## config.mk

```make
export PLATFORM = sky130hd
export DESIGN_NAME = input_debouncer
export DESIGN_NICKNAME = d
export VERILOG_FILES = /design/src/rtl/input_debouncer.sv
export SDC_FILE = /design/constraint.sdc
export NUM_CORES = 1
export LEC_CHECK = 0
export ABC_AREA = 1
export CORE_MARGIN = 8
export CORE_UTILIZATION = 61
export DETAILED_ROUTE_END_ITERATION = 10
export HOLD_SLACK_MARGIN = 0.1
export PLACE_DENSITY = 0.89
export SKIP_LAST_GASP = 1
export SLEW_MARGIN = 10
export SYNTH_ARGS = -nofsm -noshare
export SYNTH_HDL_FRONTEND = slang
export SYNTH_SLANG_ARGS = --single-unit
export TNS_END_PERCENT = 5
```

## constraint.sdc

```tcl
create_clock -name clk -period 3.75 [get_ports clk]
set_clock_uncertainty 0.1 [all_clocks]
set_input_delay 0.75 -clock clk [delete_from_list [all_inputs] [get_ports clk]]
set_output_delay 0.75 -clock clk [all_outputs]
set_load 0.01 [all_outputs]
```

## src/rtl/input_debouncer.sv

```systemverilog
// ---------------------------------------------------------------------------
// input_debouncer
//   Turns a raw, asynchronous, bouncy input (push-button or switch) into a
//   clean level that is synchronous to clk. The debounced level D feeds the
//   D input of the downstream flip-flop, which runs on the same clk.
//
//   din first passes through a SYNC_STAGES-deep synchroniser. A 4-state FSM
//   with a stability counter then accepts a new level only once the
//   synchronised value has held for STABLE_CYCLES consecutive clocks.
//
// Ports
//   clk   in   clock; all state updates on the rising edge
//   nRst  in   asynchronous reset, active-low
//   din   in   raw asynchronous input
//   D     out  debounced level (registered)
//   nD    out  always ~D
//   rise  out  one-cycle pulse when D goes 0->1 (DEBOUNCE_EDGE_EN only)
//   fall  out  one-cycle pulse when D goes 1->0 (DEBOUNCE_EDGE_EN only)
//
// Build option
//   DEBOUNCE_EDGE_EN  when defined, adds the rise/fall ports and their logic.
//                     D/nD behave the same either way.
//
// States
//   STABLE_LO | D=0 and settled
//   PEND_HI   | D=0, s=1 is being qualified
//   STABLE_HI | D=1 and settled
//   PEND_LO   | D=1, s=0 is being qualified
// ---------------------------------------------------------------------------
module input_debouncer #(
  parameter int SYNC_STAGES   = 2,
  parameter int STABLE_CYCLES = 1000,
  parameter int CNT_WIDTH     = 16
) (
  input  logic clk,
  input  logic nRst,
  input  logic din,
  output logic D,
  output logic nD
`ifdef DEBOUNCE_EDGE_EN
  ,
  output logic rise,
  output logic fall
`endif
);

  typedef enum logic [1:0] {
    STABLE_LO = 2'd0,
    PEND_HI   = 2'd1,
    STABLE_HI = 2'd2,
    PEND_LO   = 2'd3
  } state_t;

  localparam logic [CNT_WIDTH-1:0] CNT_LAST = CNT_WIDTH'(STABLE_CYCLES - 1);

  logic [SYNC_STAGES-1:0] sync_q;
  logic                   s;
  state_t                 state_q, state_d;
  logic [CNT_WIDTH-1:0]   cnt_q, cnt_d;
  logic                   d_q, d_d;

  // The first stage samples din directly; nothing sits ahead of it.
  always_ff @(posedge clk or negedge nRst) begin
    if (!nRst) begin
      sync_q <= '0;
    end else begin
      sync_q <= {sync_q[SYNC_STAGES-2:0], din};
    end
  end

  assign s = sync_q[SYNC_STAGES-1];

  always_ff @(posedge clk or negedge nRst) begin
    if (!nRst) begin
      state_q <= STABLE_LO;
      cnt_q   <= '0;
      d_q     <= 1'b0;
    end else begin
      state_q <= state_d;
      cnt_q   <= cnt_d;
      d_q     <= d_d;
    end
  end

  // cnt counts cycles the pending level has already held, so the pending
  // state is left on reaching STABLE_CYCLES-1; the counter cannot wrap.
  always_comb begin
    state_d = state_q;
    cnt_d   = cnt_q;
    unique case (state_q)
      STABLE_LO: begin
        if (s) begin
          if (STABLE_CYCLES == 1) begin
            state_d = STABLE_HI;
            cnt_d   = '0;
          end else begin
            state_d = PEND_HI;
            cnt_d   = CNT_WIDTH'(1);
          end
        end
      end
      PEND_HI: begin
        if (!s) begin
          state_d = STABLE_LO;
          cnt_d   = '0;
        end else if (cnt_q == CNT_LAST) begin
          state_d = STABLE_HI;
          cnt_d   = '0;
        end else begin
          cnt_d = cnt_q + 1'b1;
        end
      end
      STABLE_HI: begin
        if (!s) begin
          if (STABLE_CYCLES == 1) begin
            state_d = STABLE_LO;
            cnt_d   = '0;
          end else begin
            state_d = PEND_LO;
            cnt_d   = CNT_WIDTH'(1);
          end
        end
      end
      PEND_LO: begin
        if (s) begin
          state_d = STABLE_HI;
          cnt_d   = '0;
        end else if (cnt_q == CNT_LAST) begin
          state_d = STABLE_LO;
          cnt_d   = '0;
        end else begin
          cnt_d = cnt_q + 1'b1;
        end
      end
      default: begin
        state_d = STABLE_LO;
        cnt_d   = '0;
      end
    endcase
    // D is decoded from the next state and registered, so it updates on the
    // same edge as the state change.
    d_d = (state_d == STABLE_HI) || (state_d == PEND_LO);
  end

  assign D  = d_q;
  assign nD = ~d_q;

`ifdef DEBOUNCE_EDGE_EN
  logic rise_q, fall_q;

  always_ff @(posedge clk or negedge nRst) begin
    if (!nRst) begin
      rise_q <= 1'b0;
      fall_q <= 1'b0;
    end else begin
      rise_q <= d_d & ~d_q;
      fall_q <= ~d_d & d_q;
    end
  end

  assign rise = rise_q;
  assign fall = fall_q;
`endif

endmodule

```

==> metrics.yaml, run 1 <==
clocking:
  cts_buffers: 3
  cts_root_buf: "clkbuf_4"
  clkLatencyLatePin_ns: 0.32
  clk_path_buf_depth: 2
  ctsHoldBuffers: 0
  cts_tree: "built"
  cts_max_level: 1
  cts_setup_buffers: 0
  cts.sink_count: 21
  cts.reportedPaths.clkPinSlew_ns: 0.12
  cts.repair.resized: 0
setup_path:
  cp-endpoint: "nD"
  start_kind: "register"
  cp_max_fo: 2
  arrival_ns: 1.28
  slowest_stage: "clkdlybuf4s50_1"
  cp.required_ns: 2.90
  r2r_start: "cnt_q[0]$_DFFE_PN0P_"
  r2r_end: "cnt_q[12]$_DFFE_PN0P_"
  crit_chain: "inv_1 -> clkdlybuf4s50_1"
  reg2reg_depth: 8
  crit_type: "reg -> out"
  startpoint: "D$_DFF_PN0_"
  r2r_setup_slack_ns: 2.09
  setup.worst_path.end_class: "primary output"
  max_stage_delay_ns: 0.52
synthesis:
  synth_nets: 158
  synthTopCellsByArea: "dfrtp_1 45%, nand2_1 15%, inv_1 6.4%"
  synthCells: 154
  avgSynthCellArea_um2: 7.588
  netlist_area_um2: 1169
  synth.distinct_cells: 22
  synth-seq-cells: 21
  yosysWarnings: 0
  ys_seq_area_share_pct: 44.97
  synth_top_area_share_pct: 44.97
  yosys.area.top_type: "dfrtp_1"
detailed_routing:
  firstDrtPassIters: 4
  wire_per_inst_um: 12.95
  route.vias.total: 1012
  routed_wl_um: 2448
  vias_per_cell: 5.354
  post-route-drc-count: 0
  drtIter0Drc: 22
  ant_nets: 0
timing:
  relSlewSlack_pct: 38.86
  rsz0062_at_grt: "false"
  tightest_slew_ns: 0.9142
  max_freq_ghz: 0.4695
  post-route-period-util_pct: 56.79
  slew_violations: 0
  layout_min_cycle_time_ns: 2.130
  fin_setup_tns_ns: 0
  finalSetupViolations: 0
  finalHoldViolations: 0
grt:
  grt_usage_pct: 15.73
  grt_pass1_vias: 991
  globalRouteOverflowTotal: 0
  antenna_found_initial: 0
  grt_max_degree: 22
  grt_pass1_wl_um: 4236
place:
  gp_congestion: 0.8453
  numPortBuffers: 4
  place_inst: 185
  dp_hpwl_um: 1831
floorplan:
  num_rows: 16
  core_region_area_um2: 1882
  die_x_um: 59.77
  io-pin-count: 5
  fp.dieH_um: 59.77
  initial_utilization_pct: 62.10
  dieArea_um2: 3572
finish:
  antenna_cells: 0
  areaGrowthSynthToFinish_pct: 8.673
  layout.nets: 167
  fin_cells: 189
  final_cell_mix: "48 x nand2_1, 21 x dfrtp_1, 20 x inv_1, 13 x nand3_1, 13 x nor2_1"
  final_common_cell: "nand2_1"
  drive_above_1_share_pct: 9.877
power:
  finalPower_mw: 0.3744
  p_leak_nw: 0.5761
  peakVddDrop_mv: 0.3005
  powerDensity_nw_per_um2: 294.8
run:
  drv_cap: 0
min_path:
  hp-class: "reg -> reg"
outcome:
  outcome: "complete, no violations"
## cells in the mapped netlist, drive strengths merged
| cell | number |
|---|---|
| nor3 | 3 |
| xor2 | 6 |
| dfrtp | 21 |
| o21ai | 11 |
| nor4 | 1 |
| nand4 | 1 |
| a21oi | 5 |
| inv | 22 |
| o22ai | 3 |
| nand3 | 13 |
| ha | 1 |
| nand2 | 50 |
| nor2 | 17 |
## layer usage
metal	up-vias	global-route usage (%)	wire length, um
li1	504	-	-
met1	483	16.84	1066
met2	18	27.85	1238
met3	7	2.796	80
met4	0	9.524	62
met5	-	0	0
## worst max-delay path: cells and delay by family, from the launching register on
kind     cells  cell delay, ns
buf+inv      2            0.57
flops        1            0.39
## per-stage QoR
stage,setup WS (ns),hold WS (ns),util (%),cell area (um2)
finish,1.620,0.2636,67.49,1270
detailed placement,1.746,0.2411,66.02,1242
CTS,1.606,0.2688,67.49,1270
floorplan,2.325,0.2312,-,1169
global placement,1.764,0.2368,66.02,1242
global route,1.550,0.2817,67.49,1270
## how the worst min path moves through the flow
stage | startpoint | endpoint | cells after the start
floorplan | sync_q[0]$_DFF_PN0_ | sync_q[1]$_DFF_PN0_ | 0
global placement | sync_q[0]$_DFF_PN0_ | sync_q[1]$_DFF_PN0_ | 0
detailed placement | sync_q[0]$_DFF_PN0_ | sync_q[1]$_DFF_PN0_ | 0
CTS | sync_q[0]$_DFF_PN0_ | sync_q[1]$_DFF_PN0_ | 0
global route | sync_q[0]$_DFF_PN0_ | sync_q[1]$_DFF_PN0_ | 0
finish | sync_q[0]$_DFF_PN0_ | sync_q[1]$_DFF_PN0_ | 0
## state kept, by name (all words and copies together) (netlist names)
name	cells
state_q	2
cnt_q	16
D	1
sync_q	2
## cell families (layout without fill, tap and decap cells)
| logic type | after synthesis | in the layout | synth area share, % |
|---|---|---|---|
| AOI/OAI and AO/OA | 19 | 19 | 9.421 |
| DFF | 21 | 21 | 44.97 |
| and+or+nand+nor | 85 | 85 | 32.33 |
| xor gates and xnor gates | 6 | 6 | 5.139 |
| adders and majority gates | 1 | 1 | 1.070 |
| buffers and inverters | 22 | 30 | 7.066 |
## final cells by class
cell class	count	area [um2]
flip-flops and latches	21	525.5
clock buffers	3	22.52
well taps	27	33.78
inverters	22	82.58
clock inverters	1	5.005
multi-input cells	111	560.5
repair buffers	4	40.04
fillers	168	611.8
## where the power goes
group          switching, mW  internal (mW)  total (mW)
sequential           0.00492          0.232       0.237
combinational         0.0180        0.00897      0.0270
clock                 0.0707         0.0400       0.111
total                 0.0936          0.281       0.374
Note: power is estimated with default switching activity, not from simulation.
==> run 2, diff against run 1 <==
--- a/config.mk
+++ b/config.mk
@@ -7,10 +7,10 @@
 export LEC_CHECK = 0
 export ABC_AREA = 1
 export CORE_MARGIN = 8
-export CORE_UTILIZATION = 61
+export CORE_UTILIZATION = 53
 export DETAILED_ROUTE_END_ITERATION = 10
 export HOLD_SLACK_MARGIN = 0.1
-export PLACE_DENSITY = 0.89
+export PLACE_DENSITY = 0.83
 export SKIP_LAST_GASP = 1
 export SLEW_MARGIN = 10
 export SYNTH_ARGS = -nofsm -noshare
==> constraint.sdc (replaced) <==
create_clock -name clk -period 1.9 [get_ports clk]
set_clock_uncertainty 0.1 [all_clocks]
set_input_delay 0.38 -clock clk [delete_from_list [all_inputs] [get_ports clk]]
set_output_delay 0.38 -clock clk [all_outputs]
set_load 0.01 [all_outputs]
==> run 2 against run 1 <==
  * Non-clock buffer count up 1
  * Register-to-register slack worse by 1.8 ns
  * Total power up 96%
  * Die area up 11%
  * Clock-buffer cell count up 1
  * First-iteration DRC count up 59%
  * Sequential cell count unchanged
  * Global-route usage down 2.9 points
==> metrics.yaml, run 2 (same netlist as run 1, synthesis figures left out) <==
outcome:
  outcome: "complete, no violations"
finish:
  drive_above_1_share_pct: 9.816  # -0.061 points
  final_common_cell: "nand2_1"
  final_cell_mix: "48 x nand2_1, 21 x dfrtp_1, 20 x inv_1, 13 x nand3_1, 13 x nor2_1"
  stdcell_area_um2: 1277  # +0.59%
  fillers: 186  # +11%
  antenna_cells: 0  # unchanged
  regMostFlops: "cnt_q"
  largest_reg_flops: 16  # unchanged
  areaGrowthSynthToFinish_pct: 9.315
  layout.nets: 168  # +0.60%
  top_regs: "cnt_q x16, state_q x2, sync_q x2"
  final_util_pct: 59.46  # -8.0 points
min_path:
  min_path_cells: 0  # unchanged
  hold_start: "sync_q[0]$_DFF_PN0_"
  hp-class: "reg -> reg"
  min_to: "sync_q[1]$_DFF_PN0_"
setup_path:
  cp.required_ns: 1.42  # -1.48 ns
  crit_type: "reg -> out"
  r2r_end: "D$_DFF_PN0_"
  arrival_ns: 1.30  # +0.02 ns
  reg2reg_depth: 8  # unchanged
  r2r_setup_slack_ns: 0.26  # -1.83 ns
  max_stage_delay_ns: 0.52  # about the same
  start_kind: "register"
  setup.worst_path.end_class: "primary output"
  path_buf_inv: 2  # unchanged
  slowest_stage: "clkdlybuf4s50_1"
  cp_top_family: "buffers and inverters"
  crit_chain: "inv_1 -> clkdlybuf4s50_1"
  r2r_start: "cnt_q[0]$_DFFE_PN0P_"
  cp_max_fo: 2  # unchanged
place:
  dp_hpwl_um: 1828  # -0.16%
  place_area_um2: 1251  # +0.71%
  gp_congestion: 0.9031  # +6.8%
  pre_cts_slack_ns: 0.2643  # -1.481 ns
  numPortBuffers: 4  # unchanged
power:
  seqPwrFrac_pct: 63.8  # +0.6 points
  peakVddDrop_mv: 0.4364  # +45%
  swShare_pct: 23.72  # -1.3 points
  p_leak_nw: 0.5782  # +0.36%
  clockPowerShare_pct: 28.6  # -1.0 points
  p_switching_mw: 0.1737  # +86%
  powerDensity_nw_per_um2: 573.3  # +94%
  p_int_mw: 0.5587  # +99%
  power_frac_comb_pct: 7.6  # +0.4 points
detailed_routing:
  drtIter0Drc: 35  # +59%
  post-route-drc-count: 0  # unchanged
  firstDrtPassIters: 4  # unchanged
  route.vias.total: 1004  # -0.79%
  ant_nets: 0  # unchanged
  routed_wl_um: 2326  # -5.0%
  wire_per_inst_um: 12.18  # -6.0%
  vias_per_cell: 5.257  # -1.8%
timing:
  rsz0062_at_grt: "false"
  finalSetupViolations: 0  # unchanged
  post-route-period-util_pct: 93.54
  slew_violations: 0  # unchanged
  whs_ns: 0.2689  # +0.005360 ns
  finalHoldViolations: 0  # unchanged
  fin_ws_ns: 0.1227  # -1.498 ns
  relSlewSlack_pct: 74.36  # +35 points
  max_freq_ghz: 0.5627
  layout_min_cycle_time_ns: 1.777
  tightest_slew_ns: 0.3842  # -0.5300 ns
  fin_setup_tns_ns: 0  # unchanged
floorplan:
  initial_utilization_pct: 54.40  # -7.7 points
  num_rows: 17  # +1
  fp.dieH_um: 62.96  # +5.3%
  die_x_um: 62.96  # +5.3%
  dieArea_um2: 3963  # +11%
  core_region_area_um2: 2148  # +14%
  io-pin-count: 5  # unchanged
grt:
  grt_pass1_wl_um: 4126  # -2.6%
  grt_max_degree: 22  # unchanged
  grt_pass1_vias: 955  # -3.6%
  grt_usage_pct: 12.82  # -2.9 points
  antenna_found_initial: 0  # unchanged
  globalRouteOverflowTotal: 0  # unchanged
clocking:
  cts_buffers: 3  # unchanged
  cts_max_level: 1  # unchanged
  cts.sink_count: 21  # unchanged
  clk_path_buf_depth: 2  # unchanged
  cts.repair.resized: 0  # unchanged
  cts_setup_buffers: 0  # unchanged
  cts_root_buf: "clkbuf_4"
  cts_tree: "built"
  clkLatencyLatePin_ns: 0.30  # -0.02 ns
  ctsHoldBuffers: 0  # unchanged
  cts.reportedPaths.clkPinSlew_ns: 0.11  # about the same
run:
  drv_cap: 0  # unchanged
## run 2: cell count changes in the layout (fill, tap and decap cells not counted), sizes merged
cell and delta:
clkbuf +1, buf +1, clkinv -1
## run 2: cell type report
| cell class | instances | area (um2) | area share, % |
|---|---|---|---|
| Inverter | 22 | 82.58 | 6.464 |
| Tap cell | 28 | 35.03 | 2.742 |
| Sequential cell | 21 | 525.5 | 41.14 |
| Timing Repair Buffer | 5 | 47.55 | 3.722 |
| Clock buffer | 4 | 26.28 | 2.057 |
| Multi-Input combinational cell | 111 | 560.5 | 43.88 |
## run 2: layer usage
metal	part of all wire, %	vias up	global-route usage [%]
li1	-	506	-
met1	43	460	14.19
met2	47	29	21.25
met3	6.1	9	3.405
met4	3.4	0	7.977
met5	0	-	0
## run 2: how the worst max path moves through the flow
stage | to | slack [ns] | cells past startpoint | start
CTS | nD | 0.11 | 2 | D$_DFF_PN0_
global route | nD | 0.08 | 2 | D$_DFF_PN0_
floorplan | cnt_q[12]$_DFFE_PN0P_ | 0.48 | 8 | cnt_q[0]$_DFFE_PN0P_
finish | nD | 0.12 | 2 | D$_DFF_PN0_
global placement | cnt_q[12]$_DFFE_PN0P_ | 0.39 | 8 | cnt_q[0]$_DFFE_PN0P_
detailed placement | D$_DFF_PN0_ | 0.26 | 8 | cnt_q[0]$_DFFE_PN0P_
## run 2: power by group through the flow
stage                     registers [mW]  clock network, mW  logic [mW]
final                              0.467              0.210      0.0554
after floorplan                    0.474                  0      0.0327
after CTS                          0.467              0.223      0.0565
after detailed placement           0.476                  0      0.0563
after global placement             0.475                  0      0.0529
after global routing               0.469              0.233      0.0648
## run 2: stage by stage
stage	total power, mW	instances
detailed placement	0.5322	187
finish	0.7324	191
global placement	0.5281	187
CTS	0.7465	191
floorplan	0.5067	154
global route	0.7669	191
